File: src/rtl/video_shifter_pkg.sv
// Shared types and defaults for the character-cell pixel serializer.
package video_shifter_pkg;

    localparam int unsigned PIXELS_PER_CHAR_DEFAULT = 8;
    localparam int unsigned GLYPH_W = 8;

    typedef logic [GLYPH_W-1:0] glyph_t;

    typedef enum logic [1:0] {
        StIdle,
        StPrime,
        StShift
    } shifter_state_e;

endpackage

File: src/rtl/video_shifter_if.sv
// Handshake bundle between video timing / glyph fetch path (master) and the shifter (slave).
interface video_shifter_if;

    logic                      pixel_en_i;
    logic                      display_en_i;
    logic                      fetch_req_o;
    video_shifter_pkg::glyph_t glyph_i;
    logic                      reverse_i;
    logic                      glyph_valid_i;
    logic                      underrun_clr_i;
    logic                      video_o;
    logic                      underrun_o;

    modport master (
        output pixel_en_i,
        output display_en_i,
        output glyph_i,
        output reverse_i,
        output glyph_valid_i,
        output underrun_clr_i,
        input  fetch_req_o,
        input  video_o,
        input  underrun_o
    );

    modport slave (
        input  pixel_en_i,
        input  display_en_i,
        input  glyph_i,
        input  reverse_i,
        input  glyph_valid_i,
        input  underrun_clr_i,
        output fetch_req_o,
        output video_o,
        output underrun_o
    );

endinterface

File: src/rtl/video_shifter.sv
// Pixel serializer: requests one glyph per character cell inside the display window and
// shifts it out MSB-first on each pixel strobe, flagging cells loaded without their glyph.
module video_shifter
    import video_shifter_pkg::*;
#(
    parameter int unsigned PIXELS_PER_CHAR = PIXELS_PER_CHAR_DEFAULT,
    parameter int unsigned PREFETCH_AT     = 3,
    parameter bit          INVERT_OUTPUT   = 1'b0
) (
    input logic            clk16_i,
    input logic            reset_i,
    video_shifter_if.slave bus
);

    localparam int unsigned CntW = (PIXELS_PER_CHAR > 1) ? $clog2(PIXELS_PER_CHAR) : 1;
    localparam logic [CntW-1:0] LastBit  = CntW'(PIXELS_PER_CHAR - 1);
    localparam logic [CntW-1:0] FetchBit = CntW'(PREFETCH_AT);
    localparam logic            Blank    = INVERT_OUTPUT;

    shifter_state_e  state_q;
    logic [CntW-1:0] bit_cnt_q;
    glyph_t          shreg_q;
    glyph_t          hold_q;
    logic            pending_q;
    logic            hold_valid_q;
    logic            video_q;
    logic            fetch_q;
    logic            underrun_q;

    glyph_t glyph_in;
    glyph_t load_value;
    logic   capture;
    logic   drop;
    logic   at_last;
    logic   do_load;
    logic   do_fetch;
    logic   load_empty;

    always_comb begin
        glyph_in   = bus.glyph_i ^ {GLYPH_W{bus.reverse_i}};
        capture    = bus.glyph_valid_i && pending_q;
        drop       = bus.pixel_en_i && !bus.display_en_i;
        at_last    = (bit_cnt_q == LastBit);
        do_load    = bus.pixel_en_i && bus.display_en_i && (state_q != StIdle) && at_last;
        do_fetch   = bus.pixel_en_i && bus.display_en_i &&
                     ((state_q == StIdle) || ((state_q == StShift) && (bit_cnt_q == FetchBit)));
        load_empty = do_load && !capture && !hold_valid_q;
        // A strobe landing exactly on the load slot goes straight into the shifter.
        if (capture) begin
            load_value = glyph_in;
        end else if (hold_valid_q) begin
            load_value = hold_q;
        end else begin
            load_value = '0;
        end
    end

    always_ff @(posedge clk16_i or posedge reset_i) begin
        if (reset_i) begin
            state_q      <= StIdle;
            bit_cnt_q    <= '0;
            shreg_q      <= '0;
            hold_q       <= '0;
            pending_q    <= 1'b0;
            hold_valid_q <= 1'b0;
            video_q      <= 1'b0;
            fetch_q      <= 1'b0;
            underrun_q   <= 1'b0;
        end else begin
            fetch_q <= do_fetch;

            if (load_empty) begin
                underrun_q <= 1'b1;
            end else if (bus.underrun_clr_i) begin
                underrun_q <= 1'b0;
            end

            if (drop) begin
                pending_q    <= 1'b0;
                hold_valid_q <= 1'b0;
            end else begin
                if (do_fetch) begin
                    pending_q <= 1'b1;
                end else if (capture) begin
                    pending_q <= 1'b0;
                end
                if (do_load) begin
                    hold_valid_q <= 1'b0;
                end else if (capture) begin
                    hold_q       <= glyph_in;
                    hold_valid_q <= 1'b1;
                end
            end

            if (drop) begin
                state_q   <= StIdle;
                bit_cnt_q <= '0;
                shreg_q   <= '0;
                video_q   <= Blank;
            end else if (bus.pixel_en_i) begin
                unique case (state_q)
                    StIdle: begin
                        video_q   <= Blank;
                        bit_cnt_q <= '0;
                        state_q   <= StPrime;
                    end
                    StPrime: begin
                        video_q   <= Blank;
                        bit_cnt_q <= at_last ? '0 : bit_cnt_q + CntW'(1);
                        if (at_last) begin
                            state_q <= StShift;
                        end
                    end
                    StShift: begin
                        video_q   <= shreg_q[GLYPH_W-1] ^ INVERT_OUTPUT;
                        shreg_q   <= shreg_q << 1;
                        bit_cnt_q <= at_last ? '0 : bit_cnt_q + CntW'(1);
                    end
                    default: state_q <= StIdle;
                endcase
                if (do_load) begin
                    shreg_q <= load_value;
                end
            end
        end
    end

    assign bus.fetch_req_o = fetch_q;
    assign bus.video_o     = video_q;
    assign bus.underrun_o  = underrun_q;

endmodule
File: src/flat_wrapper.sv
// flat-port wrapper written by rule: the top's interface ports become plain ports
module video_shifter_flat import video_shifter_pkg::*;
#(
    parameter int unsigned PIXELS_PER_CHAR = PIXELS_PER_CHAR_DEFAULT,
    parameter int unsigned PREFETCH_AT     = 3,
    parameter bit          INVERT_OUTPUT   = 1'b0
)
  (clk16_i, reset_i, bus_pixel_en_i, bus_display_en_i, bus_glyph_i, bus_reverse_i, bus_glyph_valid_i, bus_underrun_clr_i, bus_fetch_req_o, bus_video_o, bus_underrun_o);
  video_shifter_if bus_i ();
  input logic clk16_i;
  input logic reset_i;
  input wire logic [$bits(bus_i.pixel_en_i)-1:0] bus_pixel_en_i;
  input wire logic [$bits(bus_i.display_en_i)-1:0] bus_display_en_i;
  input wire logic [$bits(bus_i.glyph_i)-1:0] bus_glyph_i;
  input wire logic [$bits(bus_i.reverse_i)-1:0] bus_reverse_i;
  input wire logic [$bits(bus_i.glyph_valid_i)-1:0] bus_glyph_valid_i;
  input wire logic [$bits(bus_i.underrun_clr_i)-1:0] bus_underrun_clr_i;
  output wire logic [$bits(bus_i.fetch_req_o)-1:0] bus_fetch_req_o;
  output wire logic [$bits(bus_i.video_o)-1:0] bus_video_o;
  output wire logic [$bits(bus_i.underrun_o)-1:0] bus_underrun_o;
  assign bus_i.pixel_en_i = bus_pixel_en_i;
  assign bus_i.display_en_i = bus_display_en_i;
  assign bus_i.glyph_i = bus_glyph_i;
  assign bus_i.reverse_i = bus_reverse_i;
  assign bus_i.glyph_valid_i = bus_glyph_valid_i;
  assign bus_i.underrun_clr_i = bus_underrun_clr_i;
  assign bus_fetch_req_o = bus_i.fetch_req_o;
  assign bus_video_o = bus_i.video_o;
  assign bus_underrun_o = bus_i.underrun_o;
  video_shifter #(.PIXELS_PER_CHAR(PIXELS_PER_CHAR), .PREFETCH_AT(PREFETCH_AT), .INVERT_OUTPUT(INVERT_OUTPUT)) u_core (.clk16_i(clk16_i), .reset_i(reset_i), .bus(bus_i));
endmodule
File: config.mk
export PLATFORM = sky130hd
export DESIGN_NAME = video_shifter_flat
export DESIGN_NICKNAME = d
export VERILOG_FILES = /design/src/rtl/video_shifter_pkg.sv /design/src/rtl/video_shifter_if.sv /design/src/rtl/video_shifter.sv /design/src/flat_wrapper.sv
export SDC_FILE = /design/constraint.sdc
export NUM_CORES = 1
export LEC_CHECK = 0
export ABC_AREA = 1
export CORE_ASPECT_RATIO = 1.2
export CORE_UTILIZATION = 54
export DETAILED_ROUTE_END_ITERATION = 12
export PLACE_DENSITY_LB_ADDON = 0.1
export REMOVE_ABC_BUFFERS = 1
export SLEW_MARGIN = 5
export SYNTH_ARGS = -nofsm -noshare
export SYNTH_HDL_FRONTEND = slang
export SYNTH_SLANG_ARGS = --single-unit
File: constraint.sdc
create_clock -name clk16_i -period 1.81 [get_ports clk16_i]
set_clock_uncertainty 0.15 [all_clocks]
set_input_delay 0.362 -clock clk16_i [delete_from_list [all_inputs] [get_ports clk16_i]]
set_output_delay 0.362 -clock clk16_i [all_outputs]
set_load 0.01 [all_outputs]
==> run_results.csv <==
group,metric,value,unit
placement,place.detailed.hpwl,2557,µm
status,result_of_the_run,"complete, no violations",
worst_setup_path,worstPathRequired,1.30,ns
worst_setup_path,critPathCaptureType,"primary output",
timing,timing.fmax,573.4,MHz
timing,worst_slew_pin_slew,0.3376,ns
grt,via_count_of_the_first_global_routing_pass,1316,
grt,maximum_number_of_pins_on_one_net_before_global_route_repair,27,
layout,layout.cells.most_common,"sky130_fd_sc_hd__nand2_1",
floorplanning,start_util,57.25,%
power,switching_power,651.0,µW
clock_network,cts.hold.buffers_added,0,
yosys,postSynthAreaPerCell,7.651,µm²
placement,io_buffer_count,17,
routing,drt-wirelength-per-cell,12.57,µm
worst_setup_path,cp_cell_sequence,"clkdlybuf4s50_1",
grt,global_route_wire_length_before_repair,5437,µm
routing,drc,0,
routing,routed_via_density,5.270,
yosys,post_synth_instance_area,0.001461,mm²
layout,area_delta_synth_final,23.89,%
clock_network,cts.sinks,26,
power,combinational_share_of_power,37.9,%
worst_setup_path,worstPathArrival,1.23,ns
timing,final_min_period_over_clock_period,96.35,%
timing,grt_setup_unrepaired,"yes",
worst_setup_path,timing.critical_path.buf_inv,1,
routing,vias_post_dr,1349,
clock_network,tritoncts,"built",
worst_setup_path,critical-path-max-stage-delay,0.54,ns
job,timing.max_cap.violations,0,
clock_network,worst_skew_pair.late_latency,0.31,ns
yosys,synth.yosys.seq_area_share,44.52,%
yosys,synth_warnings,0,
layout,layout.cells.most_common_list,"sky130_fd_sc_hd__nand2_1 (57), sky130_fd_sc_hd__nand3_1 (27), sky130_fd_sc_hd__inv_1 (26), sky130_fd_sc_hd__dfrtp_1 (26), sky130_fd_sc_hd__clkdlybuf4s50_1 (17)",
timing,report.final.hold_viol_count,0,
clock_network,worst_setup_hold_path_clk_slew,0.14,ns
floorplanning,vertical_die_dimension,58.99,µm
worst_setup_path,path_delay_family,"buffers and inverters",
timing,setup_viol_count_final,0,
power,switching_share_of_power,36.39,%
placement,globalplace.congestion,0.8367,
floorplanning,pin_count,18,
floorplanning,fp.coreArea,0.002552,mm²
placement,placed_cell_area,0.001763,mm²
layout,drive_gt1_share,13.00,%
timing,finalWorstPathRequiredPeriod,1.744,ns
routing,drt.antenna.violating_nets,0,
floorplanning,die_w,49.49,µm
worst_hold_path,worstHoldPathType,"input pin to asynchronous set/reset pin",
power,cellPowerDensity,988.2,mW/mm²
clock_network,cts_max_level,1,
worst_setup_path,timing.critical_path.slowest_stage_cell,"sky130_fd_sc_hd__clkdlybuf4s50_1",
routing,initialDrtViolationCount,28,
grt,grt.overflow.total,0,
timing,slew_viol_final,0,
yosys,synth.ff_latch_count,26,
layout,utilization,70.93,%
floorplanning,fp-row-count,20,
routing,firstDrtPassIters,4,
clock_network,cts_made_buffers,3,
layout,stdcell_area,0.001810,mm²
power,ir_worst_vdd,0.5932,mV
worst_setup_path,critical_path_class,"flop to primary output",
power,power.static_leakage,0.9385,nW
clock_network,cts-root-buf,"sky130_fd_sc_hd__clkbuf_4",
grt,grt_util_all_layers,24.67,%
worst_setup_path,start_kind,"flop",
power,internal-power,1.138,mW
floorplanning,total_die_area,0.002919,mm²
yosys,synth_cell_type_count,21,
layout,n_antenna_cell,0,
routing,final_wirelength,3217,µm
power,power.share.clock,15.6,%
worst_setup_path,worst-path-max-fanout,2,
timing,worst_rel_slew_slack,77.49,%
power,seq_power_share,46.5,%
timing,holdWs,0.2469,ns
clock_network,clock_tree.buffer_depth,2,
clock_network,postCtsSetupBuffers,0,
yosys,postSynthCellCount,191,
layout,nets,247,
grt,antenna_found_initial,0,
[layer usage]
layer,global-route usage (%),part of all wire (%)
met1,26.51,44
met2,49.90,52
met3,2.564,1.7
met4,8.163,2.2
met5,0,0
[cells in the mapped netlist]
library cell	number	area (µm²)
sky130_fd_sc_hd__inv_1	26	97.59
sky130_fd_sc_hd__a211oi_1	2	15.01
sky130_fd_sc_hd__dfrtp_1	26	650.6
sky130_fd_sc_hd__inv_2	2	7.510
sky130_fd_sc_hd__nor2_2	2	12.51
sky130_fd_sc_hd__a21oi_1	2	10.01
sky130_fd_sc_hd__buf_4	1	7.510
sky130_fd_sc_hd__a21boi_1	1	7.510
sky130_fd_sc_hd__o22ai_1	5	31.28
sky130_fd_sc_hd__nand4_1	1	6.260
sky130_fd_sc_hd__or2_1	4	25.02
sky130_fd_sc_hd__o21ai_0	3	15.01
sky130_fd_sc_hd__nor2_1	4	15.01
sky130_fd_sc_hd__o21ai_1	12	60.06
sky130_fd_sc_hd__nand3_1	27	135.1
sky130_fd_sc_hd__o31ai_1	1	7.510
sky130_fd_sc_hd__buf_2	3	15.01
sky130_fd_sc_hd__a31o_2	1	8.760
sky130_fd_sc_hd__ha_1	8	100.1
sky130_fd_sc_hd__a31oi_2	1	12.51
sky130_fd_sc_hd__nand2_1	59	221.5
[timing repair]
action,in CTS,in global routing
resized for setup,1,3
setup endpoints to repair,2,15
pin swaps,0,1
[cell type report]
cell class | instances | area [µm²]
fill | 222 | 742.0
multi-input combinational | 133 | 694.4
sequential | 26 | 650.6
timing repair buffer | 32 | 282.8
inverter | 28 | 105.1
tap | 33 | 41.29
clock buffer | 4 | 36.28
[metrics by stage]
step | setup WS, ns | TNS [ns] | std cells | power [mW]
2_1_floorplan | 0.08337 | 0 | 187 | 1.275
3_3_place_gp | -0.0006736 | -0.001300 | 252 | 1.464
3_5_place_dp | -0.05122 | -0.4060 | 252 | 1.508
4_1_cts | 0.006886 | 0 | 256 | 1.795
5_1_grt | -0.01664 | -0.04063 | 256 | 1.928
6_report | 0.06607 | 0 | 256 | 1.789
[power by group through the flow]
stage	clock network [mW]	registers, mW	logic, mW
floorplan	0	0.815	0.460
detailed placement	0	0.839	0.669
global route	0.314	0.849	0.765
CTS	0.290	0.830	0.675
global placement	0	0.828	0.636
finish	0.279	0.832	0.678
[worst min-delay path, stage by stage]
cell and delay, ns:
sky130_fd_sc_hd__clkdlybuf4s50_1 0.40, sky130_fd_sc_hd__inv_1 0.05, sky130_fd_sc_hd__buf_4 0.31
[sequential cells by signal (all words and copies together) (netlist names)]
name	cells
u_core.hold_q	8
u_core.shreg_q	8
u_core.bit_cnt_q	3
u_core.state_q	2
u_core.bus.fetch_req_o	1
u_core.bus.underrun_o	1
u_core.bus.video_o	1
u_core.hold_valid_q	1
u_core.pending_q	1
[worst paths after layout]
path	from	end	slack (ns)	cells after the start
max	u_core.bus.video_o$_DFFE_PP0P_	bus_video_o	0.07	1
min reg2reg	u_core.shreg_q[1]$_DFFE_PP0P_	u_core.shreg_q[1]$_DFFE_PP0P_	0.35	2
max reg2reg	u_core.bit_cnt_q[0]$_DFFE_PP0P_	u_core.hold_q[5]$_DFFE_PP0P_	0.08	7
min in group clk16_i	u_core.shreg_q[1]$_DFFE_PP0P_	u_core.shreg_q[1]$_DFFE_PP0P_	0.35	2
max in group asynchronous	reset_i	u_core.state_q[0]$_DFFE_PP0P_	1.00	3
min	reset_i	u_core.bus.underrun_o$_DFFE_PP0P_	0.25	3
[logic make-up after synthesis]
family / count (synthesis) / synth area share [%]
buffers and inverters: 32 / 8.733
and+or+nand+nor: 97 / 28.42
adders and majority gates: 8 / 6.850
DFF: 26 / 44.52
AOI/OAI and AO/OA: 28 / 11.47
No activity file was read; power rests on OpenSTA's default activity.
